$ cat config.mk
export PLATFORM = sky130hd
export DESIGN_NAME = if_stage
export DESIGN_NICKNAME = d
export VERILOG_FILES = /design/src/rtl/if_stage.sv
export SDC_FILE = /design/constraint.sdc
export NUM_CORES = 1
export LEC_CHECK = 0
export ABC_AREA = 1
export CELL_PAD_IN_SITES_DETAIL_PLACEMENT = 0
export CELL_PAD_IN_SITES_GLOBAL_PLACEMENT = 1
export CORE_ASPECT_RATIO = 0.7
export CORE_MARGIN = 2
export CORE_UTILIZATION = 31
export CTS_CLUSTER_DIAMETER = 150
export DETAILED_ROUTE_END_ITERATION = 6
export GPL_TIMING_DRIVEN = 0
export MAX_ROUTING_LAYER = met4
export PLACE_DENSITY = 0.81
export SETUP_SLACK_MARGIN = 0.5
export SKIP_CTS_REPAIR_TIMING = 1
export SLEW_MARGIN = 20
export SYNTH_ARGS = -nofsm -noshare
export SYNTH_HDL_FRONTEND = slang
export SYNTH_SLANG_ARGS = --single-unit
$ cat constraint.sdc
create_clock -name clk_in -period 1.7 [get_ports clk_in]
set_clock_uncertainty 0.2 [all_clocks]
set_input_delay 0.34 -clock clk_in [delete_from_list [all_inputs] [get_ports clk_in]]
set_output_delay 0.34 -clock clk_in [all_outputs]
set_load 0.005 [all_outputs]
$ cat src/rtl/if_stage.sv
// RV32I instruction-fetch stage: program counter, memory fetch handshake, branch redirect and stall handling.
// Optional direct-mapped instruction cache, built only when the macro IF_ICACHE_EN is defined.
module if_stage #(
    parameter int ICACHE_LINES = 128
) (
    input  logic        clk_in,
    input  logic        rst_in,
    input  logic        rdy_in,
    input  logic [5:0]  stall_in,
    input  logic        branch_or_not,
    input  logic [31:0] branch_target,
    input  logic        mem_done,
    input  logic [31:0] mem_instru,
    output logic        if_req,
    output logic [31:0] if_addr,
    output logic        stall_req,
    output logic [31:0] output_pc,
    output logic [31:0] output_instru
);
    typedef enum logic [0:0] { IDLE = 1'b0, WAIT_MEM = 1'b1 } state_t;

    state_t      state_r, state_s;
    logic [31:0] pc_r, pc_s;
    logic        req_s;
    logic [31:0] addr_s, out_pc_s, out_instru_s;
    logic        hold_valid_r, hold_valid_s;
    logic [31:0] hold_instru_r, hold_instru_s;
    logic        hit_s;
    logic [31:0] line_s;
    logic        done_s, fill_s;
    logic        unused_s;

    assign unused_s  = ^stall_in[5:1];
    assign stall_req = (state_r == WAIT_MEM);
    // A done pulse only counts while our own request is outstanding.
    assign done_s    = mem_done & if_req;
    assign fill_s    = rdy_in & ~rst_in & done_s & (state_r == WAIT_MEM);

`ifdef IF_ICACHE_EN
    localparam int IDX_W = $clog2(ICACHE_LINES);
    localparam int TAG_W = 30 - IDX_W;

    logic [31:0]             data_r [ICACHE_LINES];
    logic [TAG_W-1:0]        tag_r  [ICACHE_LINES];
    logic [ICACHE_LINES-1:0] valid_r;
    logic [IDX_W-1:0]        rd_idx_s, wr_idx_s;

    assign rd_idx_s = pc_r[IDX_W+1:2];
    assign wr_idx_s = if_addr[IDX_W+1:2];
    assign hit_s    = valid_r[rd_idx_s] && (tag_r[rd_idx_s] == pc_r[31:IDX_W+2]);
    assign line_s   = data_r[rd_idx_s];

    // Valid bits: cleared only by reset, set by every accepted fill.
    always_ff @(posedge clk_in) begin
        if (rst_in) begin
            valid_r <= '0;
        end else if (fill_s) begin
            valid_r[wr_idx_s] <= 1'b1;
        end else begin
            valid_r <= valid_r;
        end
    end

    // Data and tag arrays carry no reset; the valid bits qualify them.
    always_ff @(posedge clk_in) begin
        if (fill_s) begin
            data_r[wr_idx_s] <= mem_instru;
            tag_r[wr_idx_s]  <= if_addr[31:IDX_W+2];
        end
    end
`else
    logic [$clog2(ICACHE_LINES)-1:0] unused_idx_s;
    assign unused_idx_s = pc_r[$clog2(ICACHE_LINES)+1:2];
    assign hit_s        = 1'b0;
    assign line_s       = 32'd0;
`endif

    // Next-state logic: branch beats stall beats normal fetch.
    always_comb begin
        state_s       = state_r;
        pc_s          = pc_r;
        req_s         = if_req;
        addr_s        = if_addr;
        out_pc_s      = output_pc;
        out_instru_s  = output_instru;
        hold_valid_s  = hold_valid_r;
        hold_instru_s = hold_instru_r;
        if (branch_or_not) begin
            pc_s         = branch_target;
            state_s      = IDLE;
            req_s        = 1'b0;
            out_pc_s     = 32'd0;
            out_instru_s = 32'd0;
            hold_valid_s = 1'b0;
        end else if (stall_in[0]) begin
            // Park a word that returns while frozen so it is not refetched.
            if ((state_r == WAIT_MEM) && done_s) begin
                req_s         = 1'b0;
                hold_valid_s  = 1'b1;
                hold_instru_s = mem_instru;
            end else begin
                hold_valid_s = hold_valid_r;
            end
        end else begin
            case (state_r)
                IDLE: begin
                    if (hit_s) begin
                        out_pc_s     = pc_r;
                        out_instru_s = line_s;
                        pc_s         = pc_r + 32'd4;
                    end else begin
                        req_s        = 1'b1;
                        addr_s       = pc_r;
                        state_s      = WAIT_MEM;
                        out_pc_s     = 32'd0;
                        out_instru_s = 32'd0;
                    end
                end
                WAIT_MEM: begin
                    if (hold_valid_r) begin
                        out_pc_s     = if_addr;
                        out_instru_s = hold_instru_r;
                        pc_s         = if_addr + 32'd4;
                        state_s      = IDLE;
                        hold_valid_s = 1'b0;
                    end else if (done_s) begin
                        req_s        = 1'b0;
                        out_pc_s     = if_addr;
                        out_instru_s = mem_instru;
                        pc_s         = if_addr + 32'd4;
                        state_s      = IDLE;
                    end else begin
                        req_s = if_req;
                    end
                end
                default: begin
                    state_s = IDLE;
                end
            endcase
        end
    end

    // Stage registers; rdy_in low freezes everything.
    always_ff @(posedge clk_in) begin
        if (rst_in) begin
            state_r       <= IDLE;
            pc_r          <= 32'd0;
            if_req        <= 1'b0;
            if_addr       <= 32'd0;
            output_pc     <= 32'd0;
            output_instru <= 32'd0;
            hold_valid_r  <= 1'b0;
            hold_instru_r <= 32'd0;
        end else if (rdy_in) begin
            state_r       <= state_s;
            pc_r          <= pc_s;
            if_req        <= req_s;
            if_addr       <= addr_s;
            output_pc     <= out_pc_s;
            output_instru <= out_instru_s;
            hold_valid_r  <= hold_valid_s;
            hold_instru_r <= hold_instru_s;
        end
    end
endmodule

Word level (Yosys, flattened, before mapping)
Index checks and enable logic that the tools add are counted.
{"block": "word_totals", "out_inout_bits": 98, "inputBits": 75, "regBits": 163}
{"block": "classes", "n_addsub": 1, "n_reduce_logical": 9, "muxes": 30, "bitwise_logic": 4, "n_eq_ne": 6}
{"cell": "2-to-1 mux 32 bit", "count": 13}
{"cell": "one-hot mux 32 bit (2 select lines)", "count": 2}
{"cell": "adder 32 x 3 -> 32 bit (second input constant)", "count": 1}
{"cell": "AND reduction 4 bit", "count": 4}
{"cell": "2-to-1 mux 1 bit", "count": 13}
{"cell": "AND reduction 3 bit", "count": 2}
{"cell": "!= test 4 x 2 -> 1 bit (second input constant)", "count": 1}
{"cell": "!= test 4 x 3 -> 1 bit (second input constant)", "count": 1}
{"cell": "!= test 4 bit (second input constant)", "count": 1}
{"cell": "one-hot mux 1 bit (2 select lines)", "count": 2}
{"cell": "!= test 3 x 1 -> 1 bit (second input constant)", "count": 1}
{"cell": "NOT 1 bit", "count": 3}
{"cell": "nonzero test 3 bit", "count": 1}
{"cell": "!= test 2 x 1 -> 1 bit (second input constant)", "count": 1}
{"cell": "!= test 2 bit (second input constant)", "count": 1}
{"cell": "AND reduction 2 bit", "count": 1}
{"cell": "AND 1 bit", "count": 1}
{"cell": "logical AND 1 bit", "count": 1}

Logic depth before layout (Yosys ltp)
Gate-level depths: netlist of run 1.
{"block": "depth", "depth_word": 6, "depth_mapped": 10, "ltp_nobuf": 10}

Worst setup path before layout of run 1
OpenSTA, ideal clock, no wires.
{"block": "synth_path", "kind": "register to register", "startpoint": "register if_addr[2]", "endpoint": "register pc_r[28]", "stages_incl_launch_ff": 11, "synth_period_minus_slack_ns": 1.741, "n_path_buf": 0, "arrival_ns": 1.429, "t_required_ns": 1.388, "setup_slack_ns": -0.041, "path_cell_list": "dfxtp_1 ha_1 nand2_1 nor2_1 nand2_1 nor2_1 nand2_1 nand2_1 nand3_1 nand2_1 nand2_1"}
{"block": "synth_between", "elab_chain_len": 6}
{"element": "from (decl)", "line_no": "15", "text": "output logic [31:0] if_addr,"}
{"element": "from (signal assigned)", "line_no": "158", "text": "if_addr <= addr_s;"}
{"element": "adder 32 x 3 -> 32 bit (*)", "line_no": "123, 130"}
{"element": "2-to-1 mux 32 bit", "line_no": "126", "text": "end else if (done_s) begin"}
{"element": "2-to-1 mux 32 bit (*)", "line_no": "120", "text": "if (hold_valid_r) begin"}
{"element": "2-to-1 mux 32 bit (*)", "line_no": "105", "text": "case (state_r)"}
{"element": "2-to-1 mux 32 bit (*)", "line_no": "95", "text": "end else if (stall_in[0]) begin"}
{"element": "2-to-1 mux 32 bit (*)", "line_no": "88", "text": "if (branch_or_not) begin"}
{"element": "to (signal assigned)", "line_no": "156", "text": "pc_r <= pc_s;"}
{"element": "to (decl)", "line_no": "23", "text": "logic [31:0] pc_r, pc_s;"}
Mark *: on every way between the ends. The rest lies on a longest branch, timed or not. The select of a mux whose other input is x is not followed.
A chain may end at the register's enable or synchronous reset.

Worst setup path in the final report of run 1
{"block": "layout_path", "startpoint": "register if_req", "endpoint": "register hold_instru_r[27]"}
{"block": "layout_between", "elab_chain_len": 3}
{"element": "from (decl)", "line_no": "14", "text": "output logic if_req,"}
{"element": "from (signal assigned)", "line_no": "157", "text": "if_req <= req_s;"}
{"element": "AND 1 bit", "line_no": "36", "text": "assign done_s = mem_done & if_req;"}
{"element": "logical AND 1 bit", "line_no": "97", "text": "if ((state_r == WAIT_MEM) && done_s) begin"}
{"element": "AND reduction 4 bit (no source line)"}
{"element": "to (signal assigned)", "line_no": "162", "text": "hold_instru_r <= hold_instru_s;"}
{"element": "to (decl)", "line_no": "27", "text": "logic [31:0] hold_instru_r, hold_instru_s;"}
Every way passes these cells.

==> results.sh, run 1 <==
export IMPL_seq_power_share_pct=41.6
export IMPL_routed_wl_mm=32.23
export IMPL_syn_to_final_growth_pct=79.29
export IMPL_start_kind="flop"
export IMPL_synth_distinct_cells=28
export IMPL_syn_area_um2=7251
export IMPL_hpwl_mm=20.05
export IMPL_multi_input_area_um2=4697
export IMPL_fmax_mhz=569.5
export IMPL_outcome="complete, but fails checks"
export IMPL_cp_slowest_cell="dfxtp_4"
export IMPL_crit_chain="buf_4 -> nand3_4 -> inv_4 -> nand3_4 -> inv_6 -> buf_6 -> buf_12 -> nor2_4 -> nor2_1"
export IMPL_synth_seq_cells=163
export IMPL_worstPathMaxFanout=5
export IMPL_p_sw_share_pct=27.19
export IMPL_antenna_found_initial=2
export IMPL_cap_violations=0
export IMPL_layout_nets=1424
export IMPL_grt_start_max_net_pins=17
export IMPL_final_cell_count_no_fill=1674
export IMPL_highest_layer="met4"
export IMPL_place_inst=1543
export IMPL_num_vias=8617
export IMPL_timing_slew_headroom_pct=48.88
export IMPL_wl_met1_mm=15.65
export IMPL_cp_top_family="buffers and inverters"
export IMPL_cpMostUsedCell="nand3_4"
export IMPL_rsz0062_at_grt="yes"
export IMPL_wl_met2_mm=13.49
export IMPL_cp_end_kind="flop"
export IMPL_finalWorstPathRequiredPeriod_ns=1.756
export IMPL_start_util_pct=31.81
export IMPL_ant_nets=0
export IMPL_num_fill_cells=2017
export IMPL_setup_viol=29
export IMPL_power_leakage_nw=6.341
export IMPL_hold_path_class="in2reg"
export IMPL_crit_buf_inv=5
export IMPL_drtIter0Drc=686
export IMPL_wl_per_cell_um=19.25
export IMPL_vias_per_cell=5.148
export IMPL_grt_pass1_wl_mm=42.30
export IMPL_routabilityCongestion=0.9848
export IMPL_vdd_drop_max_mv=0.7612
export IMPL_cts_root_buffer="clkbuf_16"
export IMPL_p_per_area_nw_per_um2=755.4
export IMPL_port_buffers=166
export IMPL_cts_made_buffers=17
export IMPL_drive_gt1_share_pct=37.43
export IMPL_post_route_util_pct=57.04
export IMPL_rrSetupSlack_ns=-0.06
export IMPL_syn_area_per_cell_um2=6.808
export IMPL_insertion_delay_ns=0.44
export IMPL_dr_pass1_iters=5
export IMPL_finalHoldViolCount=0
export IMPL_required_ns=1.87
export IMPL_clock_sinks=163
export IMPL_path_clk_slew_ns=0.07
export IMPL_slew_viol_final=0
export IMPL_worst_slew_pin_slew_ns=0.7667
export IMPL_grt_pass1_vias=7143
export IMPL_yosysSeqAreaShare_pct=45.00
export IMPL_rows=46
export IMPL_power_frac_clock_pct=41.8
export IMPL_gr_usage_all_layers_pct=22.87
export IMPL_core_um2=22790
export IMPL_worstPathArrival_ns=1.93
export IMPL_crit_type="reg2reg"
export IMPL_grt_overflow_total=0
export IMPL_syn_instance_count=1065
export IMPL_cts_tree="yes"
export IMPL_timing_final_crit_share_pct=103.3
export IMPL_dieArea_um2=24650
export IMPL_critPathMaxStageDelay_ns=0.39
export IMPL_regArea_um2=3415
export IMPL_io_pins=173
export IMPL_pwr_share_comb_pct=16.7
export IMPL_route_met3_wl_mm=2.592
export IMPL_cts_max_level=4
export IMPL_cts_path_max_buffers=2
export IMPL_die_w_um=186.8
export IMPL_p_switching_w=0.002670
export IMPL_failed_checks="negative setup slack"
export IMPL_drc=0
export IMPL_synth_net_count=1141
export IMPL_yosys_warnings=0
export IMPL_worst_slack_ns=-0.05608
export IMPL_die_h_um=132.0
export IMPL_p_int_w=0.007151
==> metrics by stage <==
stage	TNS (ns)	hold slack, ns	cell area [um^2]	power [W]	setup WS [ns]
after floorplan	0	0.2206	7468	0.004663	0.1978
after global placement	-100.21	0.2339	9520	0.005265	-0.9229
after detailed placement	-100.16	0.2344	9520	0.005266	-0.9017
after CTS	-51.96	0.05658	10130	0.009296	-0.4641
after global routing	-2.681	0.07541	13000	0.01012	-0.1084
final	-0.5056	0.07286	13000	0.009820	-0.05608
==> worst register-to-register path: cells and delay by family (launching register included) <==
kind | cells | cell delay, ns
buffers and inverters | 5 | 0.68
DFF | 1 | 0.39
and+or+nand+nor | 4 | 0.41
==> synthesized netlist by cell type <==
library cell | instances | area [um^2]
a31oi_1 | 1 | 6.260
nand3b_1 | 1 | 7.510
nand4_1 | 4 | 25.02
inv_2 | 9 | 33.78
a21oi_1 | 93 | 465.5
o211ai_1 | 10 | 75.07
nand2_4 | 1 | 11.26
inv_1 | 28 | 105.1
o21ai_0 | 107 | 535.5
buf_1 | 4 | 15.01
nand3_1 | 65 | 325.3
nor2_4 | 3 | 33.78
and2_1 | 2 | 12.51
mux2i_1 | 4 | 40.04
dfxtp_1 | 163 | 3263
buf_2 | 14 | 70.07
ha_1 | 1 | 12.51
buf_6 | 6 | 67.56
nand3_2 | 1 | 10.01
buf_4 | 4 | 30.03
nor2_2 | 6 | 37.54
nor2_1 | 236 | 885.9
clkbuf_1 | 37 | 138.9
o21a_1 | 1 | 7.510
xor2_1 | 3 | 26.28
xnor2_1 | 2 | 17.52
nand2_1 | 243 | 912.1
o21ai_1 | 16 | 80.08
==> registers in the layout, summed over array words and instances, names as in the netlist <==
signal and cells:
hold_instru_r 32, hold_valid_r 1, if_addr 32, if_req 1
output_instru 32, output_pc 32, pc_r 32, stall_req 1
==> final cells by class <==
type,instances,share of cell area [%]
diodes,2,0.03850
plain buffers,65,5.313
clock buffers,20,3.513
clock inverters,11,1.155
inverters,37,1.492
multi-input cells,801,36.13
flip-flops and latches,163,26.27
well taps,312,3.003
repair buffers,262,23.00
repair inverters,1,0.08662
==> cells in the final DEF, fill, tap and decap left out, types with 4 or more instances in the layout <==
cell,count
a21oi_1,58
nand3_4,13
buf_2,4
o211ai_1,10
clkbuf_16,35
buf_6,41
a21oi_2,35
buf_4,66
o21ai_0,64
inv_2,4
dfxtp_1,108
nand2_2,27
buf_12,13
nand3_2,8
o21ai_2,30
dfxtp_2,22
clkdlybuf4s50_1,64
inv_1,24
nor2_2,35
nor2_4,55
nor2_1,155
dfxtp_4,33
nand3_1,46
buf_8,15
dlymetal6s2s_1,78
clkbuf_4,6
clkinv_4,7
nand2_4,22
clkbuf_2,19
mux2i_1,4
nand4_1,4
nand2_1,195
o21ai_1,27
==> cells by family after synthesis <==
family | Yosys count | synth area share [%]
muxes | 4 | 0.5522
buffers and inverters | 102 | 6.350
DFF | 163 | 45.00
AOI/OAI and AO/OA | 228 | 16.13
xor gates and xnor gates | 5 | 0.6041
and+or+nand+nor | 562 | 31.18
adders and majority gates | 1 | 0.1725
==> power by group through the flow <==
stage               Sequential [W]  Combinational (W)  Clock, W
detailed placement         0.00417            0.00109         0
finish                     0.00408            0.00164   0.00410
global placement           0.00418            0.00109         0
floorplan                  0.00414           0.000523         0
global route               0.00410            0.00174   0.00428
CTS                        0.00409            0.00110   0.00411
==> metal layers <==
metal,track usage (%),vias to the layer above
li1,-,4057
met1,34.32,4130
met2,30.17,389
met3,6.095,41
met4,4.277,0
met5,-,-
==> path summary, 6_finish.rpt <==
check / start / endpoint / cells past startpoint
worst max-delay path: if_req / hold_instru_r[27] / 9
worst min-delay path: branch_or_not / pc_r[4] / 3
worst max register to register: if_req / hold_instru_r[27] / 9
worst min register to register: pc_r[5] / pc_r[5] / 2
Power figures use the tool's default switching activity.
==> run 2: changes to the inputs <==
Settings changed: PLACE_DENSITY 0.81 to 0.83.
==> run 2 against run 1 <==
Net effect: the run now ends clean; final area is 9.9% lower; largest power group unchanged; first-iteration DRC count is 10% higher; worst setup slack better by 0.11 ns; register-to-register slack better by 0.11 ns; sequential power hardly changed; largest cell class unchanged.
==> results.sh, run 2 (same netlist as run 1, synthesis figures left out) <==
export IMPL_cts_max_level=4
export IMPL_hold_path_class="in2reg"
export IMPL_cts_tree="yes"
export IMPL_start_kind="flop"
export IMPL_grt_overflow_total=0
export IMPL_place_area_um2=9520
export IMPL_dieArea_um2=24650
export IMPL_crit_type="reg2reg"
export IMPL_die_h_um=132.0
export IMPL_dpl_worst_slack_ns=-0.9404
export IMPL_cts_made_buffers=17
export IMPL_p_per_area_nw_per_um2=811.9
export IMPL_timing_slew_headroom_pct=63.48
export IMPL_grt_pass1_vias=7037
export IMPL_rrSetupSlack_ns=0.05
export IMPL_slew_viol_final=0
export IMPL_cts_path_max_buffers=2
export IMPL_dr_pass1_iters=5
export IMPL_hpwl_mm=19.90
export IMPL_timing_final_crit_share_pct=96.87
export IMPL_routabilityCongestion=0.9790
export IMPL_worst_slew_pin_slew_ns=0.5478
export IMPL_insertion_delay_ns=0.44
export IMPL_num_vias=8225
export IMPL_grt_start_max_net_pins=17
export IMPL_syn_to_final_growth_pct=61.57
export IMPL_gr_usage_all_layers_pct=22.34
export IMPL_die_w_um=186.8
export IMPL_fin_area_um2=11720
export IMPL_finalWorstPathRequiredPeriod_ns=1.647
export IMPL_grt_pass1_wl_mm=41.48
export IMPL_routed_wl_mm=28.92
export IMPL_outcome="complete, no violations"
export IMPL_finalHoldViolCount=0
export IMPL_worstPathArrival_ns=1.78
export IMPL_cts_root_buffer="clkbuf_16"
export IMPL_drive_gt1_share_pct=24.94
export IMPL_cap_violations=0
export IMPL_drtIter0Drc=756
export IMPL_required_ns=1.84
export IMPL_drc=0
export IMPL_rsz0062_at_grt="yes"
export IMPL_vdd_drop_max_mv=0.7840
export IMPL_antenna_cells=0
export IMPL_power_leakage_nw=6.024
export IMPL_layout_commonest_cell="nand2_1"
export IMPL_holdPathStages=3
export IMPL_antenna_found_initial=0
export IMPL_vias_per_cell=5.006
export IMPL_path_clk_slew_ns=0.07
export IMPL_wl_per_cell_um=17.60
export IMPL_worstPathMaxFanout=5
export IMPL_post_route_util_pct=51.40
export IMPL_rows=46
export IMPL_io_pins=173
export IMPL_port_buffers=166
export IMPL_setup_viol=0
export IMPL_worst_slack_ns=0.05315
export IMPL_start_util_pct=31.81
export IMPL_fmax_mhz=607.2
export IMPL_hold_slack_ns=0.08055
export IMPL_clock_sinks=163
export IMPL_core_um2=22790
export IMPL_layout_common_cells="nand2_1 (221), nor2_1 (200), dfxtp_1 (113), dlymetal6s2s_1 (92), a21oi_1 (83)"
export IMPL_layout_nets=1394
export IMPL_ant_nets=0
export IMPL_cp_end_kind="flop"
export IMPL_r2r_cells=9
-- run 2: cell types whose count changed in the layout (fill, tap and decap cells not counted), sizes merged, moves of 2 or more --
cell and change:
inv +6, diode -2, clkinv -6, dlymetal6s2s +14
clkbuf -9, buf -35
-- run 2: through the flow --
step / power [W] / cells / TNS (ns)
finish: 0.009512 / 1643 / 0
CTS: 0.009389 / 1575 / -52.45
floorplan: 0.004663 / 1065 / 0
detailed placement: 0.005268 / 1543 / -101.80
global route: 0.009834 / 1643 / -0.1582
global placement: 0.005263 / 1543 / -96.69
-- run 2: layout make-up --
type	count	area, um^2
plain buffers	65	601.8
clock buffers	19	452.9
clock inverters	13	168.9
fillers	2177	11080
inverters	37	168.9
multi-input cells	801	4006
flip-flops and latches	163	3406
well taps	312	390.4
repair buffers	233	2520
-- run 2: worst max-delay path, cell delays in order, from the launching register on --
cell and delay (ns):
dfxtp_4 0.38, ha_4 0.17, nand2_2 0.07, nor2_4 0.13, buf_6 0.15, nand3b_1 0.10
xor2_1 0.15, nand2_1 0.07, nand2_1 0.08, nand2_1 0.05
-- run 2: worst paths after layout --
check,endpoint,start
worst min-delay path,pc_r[1],branch_or_not
worst max-delay path,pc_r[12],if_addr[2]
worst max register to register,pc_r[12],if_addr[2]
worst min register to register,pc_r[21],pc_r[21]
-- run 2: per-layer routing --
| layer | global-route usage, % | wire, um |
|---|---|---|
| met5 | - | 0 |
| met4 | 4.806 | 274 |
| met3 | 5.270 | 2456 |
| met2 | 29.84 | 11720 |
| met1 | 33.42 | 14470 |
-- run 2: where the power goes --
| group | total, W | switching (W) | internal (W) |
|---|---|---|---|
| combinational | 0.00129 | 0.000662 | 0.000627 |
| sequential | 0.00407 | 0.000132 | 0.00394 |
| clock | 0.00415 | 0.00174 | 0.00241 |
| total | 0.00951 | 0.00253 | 0.00698 |
